File: src/rtl/ahb_to_apb_bridge.sv
// AHB-Lite slave to APB master bridge: one 32-bit transfer in flight, one PSEL per slot.
// Define AHB2APB_PSLVERR_EN to return PSLVERR as a two-cycle AHB ERROR response.
module ahb_to_apb_bridge #(
  parameter int  APB_ADDR_WIDTH = 12,
  parameter int  SLV_IDX_W      = 2,
  localparam int NUM_SLAVES     = 2**SLV_IDX_W
) (
  input  logic                       HCLK,
  input  logic                       HRESETn,
  input  logic                       HSEL,
  input  logic [31:0]                HADDR,
  input  logic [1:0]                 HTRANS,
  input  logic                       HWRITE,
  input  logic [2:0]                 HSIZE,
  input  logic [31:0]                HWDATA,
  input  logic                       HREADY,
  output logic                       HREADYOUT,
  output logic                       HRESP,
  output logic [31:0]                HRDATA,
  output logic [APB_ADDR_WIDTH-1:0]  PADDR,
  output logic [NUM_SLAVES-1:0]      PSEL,
  output logic                       PENABLE,
  output logic                       PWRITE,
  output logic [31:0]                PWDATA,
  input  logic [32*NUM_SLAVES-1:0]   PRDATA,
  input  logic [NUM_SLAVES-1:0]      PREADY,
  input  logic [NUM_SLAVES-1:0]      PSLVERR
);

  typedef enum logic [2:0] {
    ST_IDLE   = 3'd0,
    ST_SETUP  = 3'd1,
    ST_ACCESS = 3'd2,
    ST_DONE   = 3'd3
`ifdef AHB2APB_PSLVERR_EN
    , ST_ERR1 = 3'd4,
    ST_ERR2   = 3'd5
`endif
  } state_t;

  state_t                state_r;
  state_t                state_s;
  logic [SLV_IDX_W-1:0]  idx_r;
  logic [SLV_IDX_W-1:0]  idx_s;
  logic                  open_s;
  logic                  accept_s;
  logic                  sel_ready_s;
  logic [31:0]           sel_rdata_s;
  logic [NUM_SLAVES-1:0] psel_s;
  logic                  hreadyout_s;
  logic                  capture_s;
  logic                  unused_s;

  // PWDATA is safe to pass through: the master holds HWDATA while HREADYOUT is low.
  assign PWDATA      = HWDATA;
  assign sel_ready_s = PREADY[idx_r];
  assign sel_rdata_s = PRDATA[32*idx_r +: 32];
  assign accept_s    = HSEL & HTRANS[1] & HREADY & HREADYOUT & open_s;
  assign capture_s   = (state_r == ST_ACCESS) && (state_s == ST_DONE) && !PWRITE;

  assign unused_s = ^{HSIZE, HTRANS[0], HADDR[31:APB_ADDR_WIDTH+SLV_IDX_W], HADDR[1:0]
`ifndef AHB2APB_PSLVERR_EN
                      , PSLVERR
`endif
                     };

  // States in which a new address phase may be accepted.
  always_comb begin
    open_s = 1'b0;
    case (state_r)
      ST_IDLE, ST_DONE: open_s = 1'b1;
`ifdef AHB2APB_PSLVERR_EN
      ST_ERR2:          open_s = 1'b1;
`endif
      default:          open_s = 1'b0;
    endcase
  end

  // Next-state logic.
  always_comb begin
    state_s = state_r;
    case (state_r)
      ST_IDLE: begin
        if (accept_s) state_s = ST_SETUP;
        else          state_s = ST_IDLE;
      end
      ST_SETUP: state_s = ST_ACCESS;
      ST_ACCESS: begin
        if (!sel_ready_s) begin
          state_s = ST_ACCESS;
`ifdef AHB2APB_PSLVERR_EN
        end else if (PSLVERR[idx_r]) begin
          state_s = ST_ERR1;
`endif
        end else begin
          state_s = ST_DONE;
        end
      end
      ST_DONE: begin
        if (accept_s) state_s = ST_SETUP;
        else          state_s = ST_IDLE;
      end
`ifdef AHB2APB_PSLVERR_EN
      ST_ERR1: state_s = ST_ERR2;
      ST_ERR2: begin
        if (accept_s) state_s = ST_SETUP;
        else          state_s = ST_IDLE;
      end
`endif
      default: state_s = ST_IDLE;
    endcase
  end

  // Slave index is latched on accept and held through the whole APB transfer.
  always_comb begin
    idx_s = idx_r;
    if (accept_s) idx_s = HADDR[APB_ADDR_WIDTH +: SLV_IDX_W];
    else          idx_s = idx_r;
  end

  // Output values for the coming cycle, decoded from the next state so outputs are registered.
  always_comb begin
    psel_s = {NUM_SLAVES{1'b0}};
    if ((state_s == ST_SETUP) || (state_s == ST_ACCESS)) psel_s[idx_s] = 1'b1;
    else                                                 psel_s = {NUM_SLAVES{1'b0}};
    case (state_s)
      ST_IDLE, ST_DONE: hreadyout_s = 1'b1;
`ifdef AHB2APB_PSLVERR_EN
      ST_ERR2:          hreadyout_s = 1'b1;
`endif
      default:          hreadyout_s = 1'b0;
    endcase
  end

  // State, request and response registers.
  always_ff @(posedge HCLK) begin
    if (!HRESETn) begin
      state_r   <= ST_IDLE;
      idx_r     <= {SLV_IDX_W{1'b0}};
      PADDR     <= {APB_ADDR_WIDTH{1'b0}};
      PWRITE    <= 1'b0;
      PSEL      <= {NUM_SLAVES{1'b0}};
      PENABLE   <= 1'b0;
      HREADYOUT <= 1'b1;
      HRDATA    <= 32'h0000_0000;
    end else begin
      state_r   <= state_s;
      idx_r     <= idx_s;
      PSEL      <= psel_s;
      PENABLE   <= (state_s == ST_ACCESS);
      HREADYOUT <= hreadyout_s;
      if (accept_s) begin
        PADDR  <= {HADDR[APB_ADDR_WIDTH-1:2], 2'b00};
        PWRITE <= HWRITE;
      end
      if (capture_s) HRDATA <= sel_rdata_s;
    end
  end

`ifdef AHB2APB_PSLVERR_EN
  // ERROR response is flagged in both cycles of the two-cycle AHB error sequence.
  always_ff @(posedge HCLK) begin
    if (!HRESETn) begin
      HRESP <= 1'b0;
    end else begin
      HRESP <= (state_s == ST_ERR1) || (state_s == ST_ERR2);
    end
  end
`else
  assign HRESP = 1'b0;
`endif

endmodule

File: config.mk
export PLATFORM = sky130hd
export DESIGN_NAME = ahb_to_apb_bridge
export DESIGN_NICKNAME = d
export VERILOG_FILES = /design/src/rtl/ahb_to_apb_bridge.sv
export SDC_FILE = /design/constraint.sdc
export NUM_CORES = 1
export LEC_CHECK = 0
export ABC_CLOCK_PERIOD_IN_PS = 2700
export CAP_MARGIN = 20
export CORE_AREA = 2 2 114 116
export DETAILED_ROUTE_END_ITERATION = 8
export DIE_AREA = 0 0 116 118
export GPL_TIMING_DRIVEN = 0
export PLACE_DENSITY = 0.64
export SLEW_MARGIN = 5
export SYNTH_ARGS = -nofsm -noshare
export SYNTH_HDL_FRONTEND = slang
export SYNTH_SLANG_ARGS = --single-unit
File: constraint.sdc
create_clock -name HCLK -period 2.7 [get_ports HCLK]
set_input_delay 0.405 -clock HCLK [delete_from_list [all_inputs] [get_ports HCLK]]
set_output_delay 0.405 -clock HCLK [all_outputs]
set_load 0.01 [all_outputs]
==> results.yml <==
outcome:
  outcome: "finished clean"
synthesis:
  synth-edff-count: 0
  synth.avg_cell_area_sq_um: 11.89
  synth_seq_cells: 53
  yosys-top-cells-count: "53 x dfxtp_1, 35 x buf_4, 32 x a22o_1"
  synth_top_area_share_pct: 36.43
  seq_area_frac_synth_pct: 36.43
  yosys_warnings: 0
  yosysUniqueCellTypes: 27
  synthesis.area_sq_um: 2913
  async_reset_ff_share_pct: 0
  ys_top_cells_by_area: "dfxtp_1 36%, mux4_2 21%, a22o_1 9.6%"
  synth_top_area_cell: "dfxtp_1"
  yosysMostFrequentCell: "dfxtp_1"
  ys.flop_type: "dfxtp_1"
  synth_cells: 245
setup_path:
  path_cells: "inv_1, ha_1, inv_1, clkbuf_1, ha_1, nand2_1, o21a_1, clkbuf_2, a22o_1"
  cp_slowest_cell: "clkbuf_1"
  arrival_ps: 2640
  setup.worst_path.start_class: "flip-flop"
  critPathCaptureType: "flip-flop"
  worstPathMaxFanout: 11
  regToRegSetupSlack_ps: 240
  critPathMaxStageDelay_ps: 420
  worst_ep_required_time_ps: 2880
  crit_type: "flip-flop to flip-flop"
route:
  antenna_left: 0
  routedWlPerCell_um: 16.30
  vias: 2950
  drt-initial-drc-count: 75
  firstDrtPassIters: 4
  routed_via_density: 4.490
  routed_wl_mm: 10.71
  drcViolationCount: 0
timing:
  hold_viol_final: 0
  setup_viol: 0
  slew_viol_final: 0
  rsz0062_at_grt: "false"
  fin_hold_ws_ps: 477.3
  finalCriticalPeriod_ps: 2459
  max_freq_mhz: 406.6
  maxSlewHeadroom_pct: 55.31
  min_period_over_period_pct: 91.08
  worst_pin_slew_ps: 670.4
  tns_ps: 0
  fin_skew_ps: 5.053
clocking:
  clk_pin_slew_worst_paths_ps: 70
  cts-root-buf: "clkbuf_16"
  cts_sinks: 53
  ctsHoldBuffers: 0
  clk_path_buf_depth: 2
  worstSkewPairLatency_ps: 290
  htreeDepth: 2
  cts_buffers: 5
  cts_tree: "done"
final_layout:
  nFillCells: 1186
  area_growth_pct: 91.58
  instances_no_fill: 657
  drive_gt1_share_pct: 17.94
  antenna_cells: 0
  finalInstanceArea_sq_um: 5580
  nets: 697
floorplan:
  ios: 294
  initial_utilization_pct: 23.46
  die_w_um: 116
  dieArea_sq_um: 13690
  core_area_sq_um: 12410
  rows: 41
  die-height_um: 118
power:
  p_int_mw: 1.504
  swShare_pct: 22.92
  powerDensity_nw_per_um2: 349.7
  comb_power_share_pct: 27.3
  ir_drop_v: 0.0001984
  power_frac_clock_pct: 31.5
  p_sw_mw: 0.4472
  p_seq_share_pct: 41.1
  leakage_nw: 2.049
grt:
  grt_antenna_before_repair: 0
  grt_max_degree: 16
  grt_first_pass_wirelength_mm: 15.97
  gr-total-overflow: 0
  grt_pass1_vias: 3176
  globalRouteTotalUtil_pct: 14.80
min_path:
  worstHoldPathType: "flip-flop to flip-flop"
place:
  gp_congestion: 0.7643
  hpwl_mm: 8.782
  dpl-instance-area_sq_um: 5438
  port_buffers: 230
  placed_cells: 649
run:
  cap_violations: 0
[cell usage in the layout (no fill, tap or decap), drive strengths merged, types with 2 or more instances in the layout]
cell and n:
nand2 2, a22o 32, o211ai 2, nand3 13
mux4 33, inv 5, a21oi 17, clkdlybuf4s50 230
clkbuf 14, clkinv 2, buf 48, o21ai 14
nand4 2, conb 3, ha 3, dfxtp 53
nor2 3, nand4b 2
[power by group through the flow]
stage	Sequential [mW]	Clock (mW)	Combinational, mW
floorplan	0.826	0	0.201
global placement	0.821	0	0.528
detailed placement	0.821	0	0.536
CTS	0.803	0.646	0.539
global route	0.804	0.677	0.568
finish	0.803	0.615	0.533
[repair_timing]
action	CTS	global route
pin swaps	0	0
gates resized for setup	1	4
endpoints found under the hold margin	0	0
gates cloned	0	0
endpoints found under the setup margin	9	20
setup buffers	0	0
[state kept, by name, indices dropped and copies added, names as in the netlist]
register   cells
PADDR         10
PWRITE         1
PENABLE        1
state_r        2
PSEL           4
HRDATA        32
idx_r          2
HREADYOUT      1
[cell type report]
| cell class | instances | area (sq um) | share of cell area [%] |
|---|---|---|---|
| plain buffers | 56 | 404.1 | 7.242 |
| clock buffers | 6 | 128.9 | 2.309 |
| clock inverters | 2 | 10.01 | 0.1794 |
| inverters | 5 | 18.77 | 0.3363 |
| multi-input cells | 133 | 1440 | 25.81 |
| flip-flops and latches | 53 | 1061 | 19.01 |
| well taps | 172 | 215.2 | 3.856 |
| repair buffers | 230 | 2302 | 41.26 |
[worst max-delay path: cells and delay by family, from the launching register on]
family | cells | cell delay [ps]
buf+inv | 4 | 910
compound gates | 2 | 540
fa+ha+maj | 2 | 520
flops | 1 | 310
simple gates | 1 | 70
[layer usage]
metal	vias up	global-route usage, %	routed length (um)
met4	0	3.051	137
met3	9	3.913	963
li1	1390	-	-
met1	1386	15.83	4166
met5	-	0	0
met2	165	28.51	5443
[path summary, 6_finish.rpt]
kind         startpoint    endpoint  cells past startpoint
max          state_r[0]  HRDATA[21]                      9
min           HRDATA[8]   HRDATA[8]                      1
max reg2reg  state_r[0]  HRDATA[21]                      9
min reg2reg   HRDATA[8]   HRDATA[8]                      1
[stage by stage]
stage	worst slack [ps]	util, %	total power, mW
2_1_floorplan	568.2	-	1.027
3_3_place_gp	-203.1	43.80	1.349
3_5_place_dp	-252.2	43.80	1.356
4_1_cts	35.81	44.93	1.987
5_1_grt	0.8396	44.95	2.049
6_report	240.7	44.95	1.951
[kinds of logic (layout without fill, tap and decap cells)]
family	after synthesis	after routing	synth area share, %
AO/OA/AOI/OAI	68	68	16.45
buffers and inverters	61	299	14.39
flip-flops	53	53	36.43
multiplexers	33	33	26.29
AND/OR/NAND/NOR	26	26	5.026
adder cells (fa/ha/maj)	3	3	1.289
other	1	3	0.1287
Note: power is estimated with default switching activity, not from simulation.
